**config.mk**
```make
export PLATFORM = sky130hd
export DESIGN_NAME = vec_cache_evdb_slot_alloc
export DESIGN_NICKNAME = d
export VERILOG_FILES = /design/src/rtl/vector_cache_pkg.sv /design/src/rtl/vec_cache_evdb_slot_pick.sv /design/src/rtl/vec_cache_evdb_slot_alloc.sv
export SDC_FILE = /design/constraint.sdc
export NUM_CORES = 1
export LEC_CHECK = 0
export BUFFER_PORTS_ARGS = -buffer_cell sky130_fd_sc_hd__buf_4
export CAP_MARGIN = 20
export CORE_MARGIN = 2
export CORE_UTILIZATION = 25
export DETAILED_ROUTE_END_ITERATION = 10
export GPL_ROUTABILITY_DRIVEN = 0
export PLACE_DENSITY_LB_ADDON = 0.1
export SYNTH_ARGS = -nofsm -noshare
export SYNTH_HDL_FRONTEND = slang
export SYNTH_SLANG_ARGS = --single-unit
```
**constraint.sdc**
```tcl
create_clock -name clk -period 2.89 [get_ports clk]
set_input_delay 0.4335 -clock clk [delete_from_list [all_inputs] [get_ports clk]]
set_output_delay 0.4335 -clock clk [all_outputs]
set_load 0.01 [all_outputs]
```
**src/rtl/vector_cache_pkg.sv**
```systemverilog
// Shared vector-cache definitions used by the EVDB slot allocator and its
// find-first-set helper.
//   evdb_slot_state_e  : per-slot life cycle (IDLE -> ALLOC -> FULL -> IDLE)
//   EVDB_SLOT_NUM      : number of 4-beat evict-data-buffer slots
//   EVDB_SLOT_ID_WIDTH : slot index width
//   EVDB_CNT_WIDTH     : width of a counter that can hold 0..EVDB_SLOT_NUM
package vector_cache_pkg;

    localparam int EVDB_SLOT_NUM      = 8;
    localparam int EVDB_SLOT_ID_WIDTH = $clog2(EVDB_SLOT_NUM);
    localparam int EVDB_CNT_WIDTH     = $clog2(EVDB_SLOT_NUM + 1);

    typedef enum logic [1:0] {
        EVDB_IDLE  = 2'd0,
        EVDB_ALLOC = 2'd1,
        EVDB_FULL  = 2'd2
    } evdb_slot_state_e;

endpackage : vector_cache_pkg

```
**src/rtl/vec_cache_evdb_slot_pick.sv**
```systemverilog
// Combinational lowest-index find-first-set over a candidate mask.
// Generic enough to be shared by the rob/mshr allocators.
// Ports:
//   mask : candidate bit per entry
//   vld  : at least one candidate bit is set
//   idx  : index of the lowest set bit (zero when vld is low)
module vec_cache_evdb_slot_pick #(
    parameter int N     = 8,
    parameter int IDX_W = $clog2(N)
) (
    input  logic [N-1:0]     mask,
    output logic             vld,
    output logic [IDX_W-1:0] idx
);

    // Scan from the top so the lowest set bit is the last one written.
    always_comb begin
        vld = 1'b0;
        idx = {IDX_W{1'b0}};
        for (int i = N - 1; i >= 0; i--) begin
            if (mask[i]) begin
                vld = 1'b1;
                idx = IDX_W'(i);
            end else begin
                vld = vld;
                idx = idx;
            end
        end
    end

endmodule : vec_cache_evdb_slot_pick

```
**src/rtl/vec_cache_evdb_slot_alloc.sv**
```systemverilog
// Evict-data-buffer slot allocator. Owns occupancy of the 4-beat EVDB slots,
// offers a pre-selected free slot to the evict issue path, tracks each slot
// through fill and drain, and frees it on the last downstream beat.
// Optional feature macro: VEC_CACHE_EVDB_ALLOC_PEAK_EN (adds peak_cnt).
// Ports:
//   clk, rst_n                     : clock, synchronous active-low reset
//   alloc_vld/alloc_rdy/alloc_slot : free-slot offer and handshake
//   fill_done_vld/fill_done_slot   : last beat of a slot written
//   release_vld/release_slot       : last downstream beat accepted
//   free_cnt                       : number of IDLE slots (registered)
//   err_vld/err_code               : sticky protocol error
//                                    (bit0 bad fill, bit1 bad release)
//   peak_cnt                       : max occupancy since reset (macro only)
module vec_cache_evdb_slot_alloc
    import vector_cache_pkg::*;
#(
    parameter int SLOT_NUM      = EVDB_SLOT_NUM,
    parameter int SLOT_ID_WIDTH = $clog2(SLOT_NUM),
    parameter int CNT_WIDTH     = $clog2(SLOT_NUM + 1)
) (
    input  logic                     clk,
    input  logic                     rst_n,
    output logic                     alloc_vld,
    input  logic                     alloc_rdy,
    output logic [SLOT_ID_WIDTH-1:0] alloc_slot,
    input  logic                     fill_done_vld,
    input  logic [SLOT_ID_WIDTH-1:0] fill_done_slot,
    input  logic                     release_vld,
    input  logic [SLOT_ID_WIDTH-1:0] release_slot,
    output logic [CNT_WIDTH-1:0]     free_cnt,
    output logic                     err_vld,
    output logic [1:0]               err_code
`ifdef VEC_CACHE_EVDB_ALLOC_PEAK_EN
    ,
    output logic [CNT_WIDTH-1:0]     peak_cnt
`endif
);

    evdb_slot_state_e           state_r     [SLOT_NUM];
    evdb_slot_state_e           state_nxt_s [SLOT_NUM];
    logic [SLOT_NUM-1:0]        cand_s;
    logic                       pick_vld_s;
    logic [SLOT_ID_WIDTH-1:0]   pick_idx_s;

    logic                       alloc_vld_r;
    logic [SLOT_ID_WIDTH-1:0]   alloc_slot_r;
    logic [CNT_WIDTH-1:0]       free_cnt_r;
    logic [CNT_WIDTH-1:0]       free_cnt_nxt_s;
    logic [1:0]                 err_code_r;
    logic [1:0]                 err_code_nxt_s;

    logic                       grant_s;
    logic                       fill_ok_s;
    logic                       fill_err_s;
    logic                       rel_same_s;
    logic                       rel_ok_s;
    logic                       rel_err_s;

    // Classify this cycle's grant, fill and release events as legal or not.
    always_comb begin
        grant_s    = alloc_vld_r && alloc_rdy;
        fill_ok_s  = fill_done_vld && (state_r[fill_done_slot] == EVDB_ALLOC);
        fill_err_s = fill_done_vld && !fill_ok_s;
        // A release colliding with a fill on the same slot is dropped and
        // reported; the fill wins.
        rel_same_s = release_vld && fill_done_vld && (release_slot == fill_done_slot);
        rel_ok_s   = release_vld && !rel_same_s && (state_r[release_slot] == EVDB_FULL);
        rel_err_s  = release_vld && !rel_ok_s;
    end

    // Per-slot next state and the candidate mask for the next offer.
    always_comb begin
        for (int i = 0; i < SLOT_NUM; i++) begin
            state_nxt_s[i] = state_r[i];
            case (state_r[i])
                EVDB_IDLE: begin
                    if (grant_s && (alloc_slot_r == SLOT_ID_WIDTH'(i))) begin
                        state_nxt_s[i] = EVDB_ALLOC;
                    end else begin
                        state_nxt_s[i] = EVDB_IDLE;
                    end
                end
                EVDB_ALLOC: begin
                    if (fill_ok_s && (fill_done_slot == SLOT_ID_WIDTH'(i))) begin
                        state_nxt_s[i] = EVDB_FULL;
                    end else begin
                        state_nxt_s[i] = EVDB_ALLOC;
                    end
                end
                EVDB_FULL: begin
                    if (rel_ok_s && (release_slot == SLOT_ID_WIDTH'(i))) begin
                        state_nxt_s[i] = EVDB_IDLE;
                    end else begin
                        state_nxt_s[i] = EVDB_FULL;
                    end
                end
                default: begin
                    state_nxt_s[i] = EVDB_IDLE;
                end
            endcase
            // Candidates are judged on the current state, so a slot released
            // this cycle becomes offerable one edge later at the earliest.
            cand_s[i] = (state_r[i] == EVDB_IDLE)
                     && !(grant_s && (alloc_slot_r == SLOT_ID_WIDTH'(i)))
                     && !(release_vld && (release_slot == SLOT_ID_WIDTH'(i)));
        end
    end

    // Occupancy and sticky error bits for the coming edge.
    always_comb begin
        free_cnt_nxt_s = free_cnt_r
                       - {{(CNT_WIDTH-1){1'b0}}, grant_s}
                       + {{(CNT_WIDTH-1){1'b0}}, rel_ok_s};
        err_code_nxt_s = err_code_r | {rel_err_s, fill_err_s};
    end

    vec_cache_evdb_slot_pick #(
        .N     (SLOT_NUM),
        .IDX_W (SLOT_ID_WIDTH)
    ) u_pick (
        .mask (cand_s),
        .vld  (pick_vld_s),
        .idx  (pick_idx_s)
    );

    // Slot state array.
    always_ff @(posedge clk) begin
        if (!rst_n) begin
            for (int i = 0; i < SLOT_NUM; i++) begin
                state_r[i] <= EVDB_IDLE;
            end
        end else begin
            for (int i = 0; i < SLOT_NUM; i++) begin
                state_r[i] <= state_nxt_s[i];
            end
        end
    end

    // Pre-alloc register: an offer is held until taken, reloaded otherwise.
    always_ff @(posedge clk) begin
        if (!rst_n) begin
            alloc_vld_r  <= 1'b0;
            alloc_slot_r <= {SLOT_ID_WIDTH{1'b0}};
        end else if (grant_s || !alloc_vld_r) begin
            alloc_vld_r  <= pick_vld_s;
            alloc_slot_r <= pick_idx_s;
        end else begin
            alloc_vld_r  <= alloc_vld_r;
            alloc_slot_r <= alloc_slot_r;
        end
    end

    // Free counter and sticky error register.
    always_ff @(posedge clk) begin
        if (!rst_n) begin
            free_cnt_r <= CNT_WIDTH'(SLOT_NUM);
            err_code_r <= 2'b00;
        end else begin
            free_cnt_r <= free_cnt_nxt_s;
            err_code_r <= err_code_nxt_s;
        end
    end

    assign alloc_vld  = alloc_vld_r;
    assign alloc_slot = alloc_slot_r;
    assign free_cnt   = free_cnt_r;
    assign err_code   = err_code_r;
    assign err_vld    = |err_code_r;

`ifdef VEC_CACHE_EVDB_ALLOC_PEAK_EN
    logic [CNT_WIDTH-1:0] peak_r;
    logic [CNT_WIDTH-1:0] occ_nxt_s;

    // Occupancy after this edge, the value the peak tracks.
    always_comb begin
        occ_nxt_s = CNT_WIDTH'(SLOT_NUM) - free_cnt_nxt_s;
    end

    // High-water mark of occupancy since reset.
    always_ff @(posedge clk) begin
        if (!rst_n) begin
            peak_r <= {CNT_WIDTH{1'b0}};
        end else if (occ_nxt_s > peak_r) begin
            peak_r <= occ_nxt_s;
        end else begin
            peak_r <= peak_r;
        end
    end

    assign peak_cnt = peak_r;
`endif

endmodule : vec_cache_evdb_slot_alloc
```
==> key figures <==
Cells and area
  • Cell area after layout: about 2000 µm²
  • Diode count: 0
  • Layout overhead on the synthesized area: 17.6%
  • Filler instances: 735
  • Fin cells: 301
  • Fraction of layout instances using a drive strength above 1: around a fifth
  • Total Nets Final: roughly 240
  • End-of-flow core utilization: a little under a third

Floorplan
  • Die width: slightly below 90 µm
  • Placeable core area: 6760 µm²
  • Std-Cell Rows: 30
  • DIE HEIGHT: roughly 87 µm
  • Boundary Pins: 22
  • Die Outline Area: 7610 µm²
  • Starting Density: about 26%

CTS
  • H-tree lvl count: 1
  • Insertion delay of the later-clocked pin in the worst-skew pair: 290 ps
  • Clock Tree Buf Depth: 2
  • Num CTS Buffers: 3
  • Clock root buffer: clkbuf_8
  • Clock slew at reported path FFs: about 110 ps
  • Total number of clock tree sinks: 26
  • CTS resizes: 0
  • Clock tree from TritonCTS: done
  • Hold-fix buffers at CTS: 0
  • Setup bufs post-CTS: 0

Detailed routing
  • Antenna-violating nets left: 0
  • WL per Instance: between 15 and 20 µm
  • Wire length after detailed routing: 5.35 mm
  • Final routed DRC violation total: 0
  • Via density per instance: ~5.3
  • First-pass DRT Iterations: 4
  • Number of DRC violations after detailed-routing iteration 0: a little under 80
  • Via count: 1590

Synthesis
  • Top cell type by total area after synthesis: dfxtp_1
  • Average footprint of a synthesized cell: 8.62 µm²
  • Post-synthesis instance area: around 1700 µm²
  • Post-synth net total: ~220
  • Synthesized flop and latch total: 26
  • Number of unique standard cell types used by synthesis: 60
  • Area share of the largest cell type after synthesis: 30.1%
  • Async S/R FF share, synth: 0%
  • Most common cell in the synthesized netlist: dfxtp_1
  • Sequential element share of the synthesized area: between 30% and 40%
  • Ys flop type: dfxtp_1
  • Synth top area cells: dfxtp_1 30%, nor2b_1 5.1%, mux4_2 3.9%
  • Top cell types by occurrence after synthesis: 26 x dfxtp_1, 17 x nand2_1, 15 x nor2_1, 14 x nor2b_1, 10 x o21ai_0
  • Cells after Synth: 201
  • Post-synth EDFFs: 0
  • YS warnings: 0

Global route
  • Total routing usage reported by global routing: 15.2%
  • First-pass GRT wire length: about 8.8 mm
  • Antenna violations before repair: 0
  • Maximum number of pins on one net before global-route repair: 20
  • GRT overflow: 0
  • Vias in the first global route: approximately 1600

Power
  • Total chip power: just over 0.9 mW
  • Total power density per cell area: 453 nW/µm²
  • Standby leakage power: between 0.7 and 0.8 nW
  • Highest ir drop seen on vdd: around 0.15 mV

Critical path
  • Arrival time reported for the critical path endpoint: between 2000 and 3000 ps
  • Critical Path Stages: 10
  • Number of buffer and inverter stages on the critical path: 0
  • Slowest-stage cell, CP: mux4_2
  • Delay of the slowest cell on the worst path: roughly 470 ps
  • Critical path, cell by cell: nor2b_1 -> mux4_2 -> nand2_1 -> o21ai_0 -> or2_2 -> ha_1 -> a21o_1 -> a21oi_1 -> xnor2_1 -> nand2_1
  • Depth of the worst register-to-register path: 10
  • Family with the most delay on the worst path: simple AND/OR/NAND/NOR gates
  • Startpoint class of the critical path: register
  • Cell mode on critical path: nand2_1
  • Critical path fanouts, max: 4
  • Category of the worst setup path capture point: register
  • Critical path required time: roughly 3000 ps
  • Crit path kind: reg -> reg

Min path
  • Worst hold path stage count: 2
  • Worst min path class: in -> reg

Run
  • Reported max-cap violation count: 0

STA
  • Final hold violation count: 0
  • Setup Total Neg Slack: 0 ps
  • Fmax: 392 MHz
  • Hold_ws: roughly 440 ps
  • Final max-slew violation count: 0
  • Final setup fails: 0
  • Actual slew at the worst max-slew pin: roughly 620 ps
  • Fin crit share: 88.3%
  • RSZ-0062 raised after global routing: no
  • Setup slack of the critical path after layout: 339 ps
  • Slew margin rel.: between 50% and 60%
  • Worst clock skew on the final layout: about 13 ps
  • Final worst path period need: approximately 2600 ps

Placement
  • Detailed placement HPWL: 4.01 mm
  • Port bufs: 21
  • Worst setup slack after placement: between 100 and 150 ps
  • Number of cells after detailed placement: between 200 and 300
  • Post-detailed-placement cell area: slightly below 2000 µm²

Run status
  • Run status: finished clean
## where the power goes
group,switching (mW),internal (mW),total (mW)
registers,0.0170,0.379,0.396
clock network,0.136,0.186,0.322
logic,0.106,0.0981,0.204
total,0.259,0.663,0.921
## kinds of logic (layout without fill, tap and decap cells)
family                   count (synthesis)  after routing  synth area share [%]
adder cells (fa/ha/maj)                  4              4                  3.32
XOR/XNOR                                 7              7                  3.54
AO/OA/AOI/OAI                           58             58                  24.9
multiplexers                             4              4                  4.48
buffers and inverters                   18             38                  5.35
flip-flops                              26             26                  30.1
AND/OR/NAND/NOR                         84             84                  28.4
## final timing paths
| path | from | endpoint | slack, ps |
|---|---|---|---|
| setup reg to reg | state_r[0][1]$_SDFF_PN0_ | free_cnt[3]$_SDFF_PN1_ | 340 |
| hold / removal | rst_n | free_cnt[3]$_SDFF_PN1_ | 440 |
| hold reg to reg | err_code[0]$_SDFF_PN0_ | err_code[0]$_SDFF_PN0_ | 470 |
| setup / recovery | state_r[0][1]$_SDFF_PN0_ | free_cnt[3]$_SDFF_PN1_ | 340 |
## metal layers
metal | GRT usage [%] | part of all wire, % | vias up
met5 | 0 | 0 | -
met4 | 3.92 | 1.6 | 0
met3 | 2.94 | 4.0 | 6
met2 | 24.4 | 46 | 33
met1 | 20.8 | 49 | 758
li1 | - | - | 793
## area by class of cell
type	count	area, µm²	area share, %
Clock inverter	1	30.0	1.48
Inverter	8	30.0	1.48
Tap cell	80	100	4.92
Sequential cell	26	520	25.6
Multi-Input combinational cell	157	1120	54.9
Timing Repair Buffer	26	195	9.59
Clock buffer	3	41.3	2.03
## layout by cell type (no fill, tap or decap), types with 2 or more instances in the layout
master,count
nor2_1,15
o31ai_1,4
or3b_4,2
inv_1,8
nand2b_1,6
o21a_1,2
clkbuf_8,3
nand3_1,4
a31oi_1,4
a2111oi_0,4
o21ai_0,10
xnor2_1,6
o211ai_1,4
a21oi_1,7
nand3b_1,3
ha_1,3
a21o_1,2
dfxtp_1,26
nor3b_1,2
or2_2,2
buf_4,26
nor2b_1,14
and2_1,3
a311oi_1,3
nand4_1,2
mux4_2,3
o311ai_0,6
nand2_1,17
## flip-flops by register name, summed over array words and instances, names as in the netlist
name and cells:
free_cnt 4, alloc_slot 3, alloc_vld 1, err_code 2, state_r 16
No activity file was read; power rests on OpenSTA's default activity.
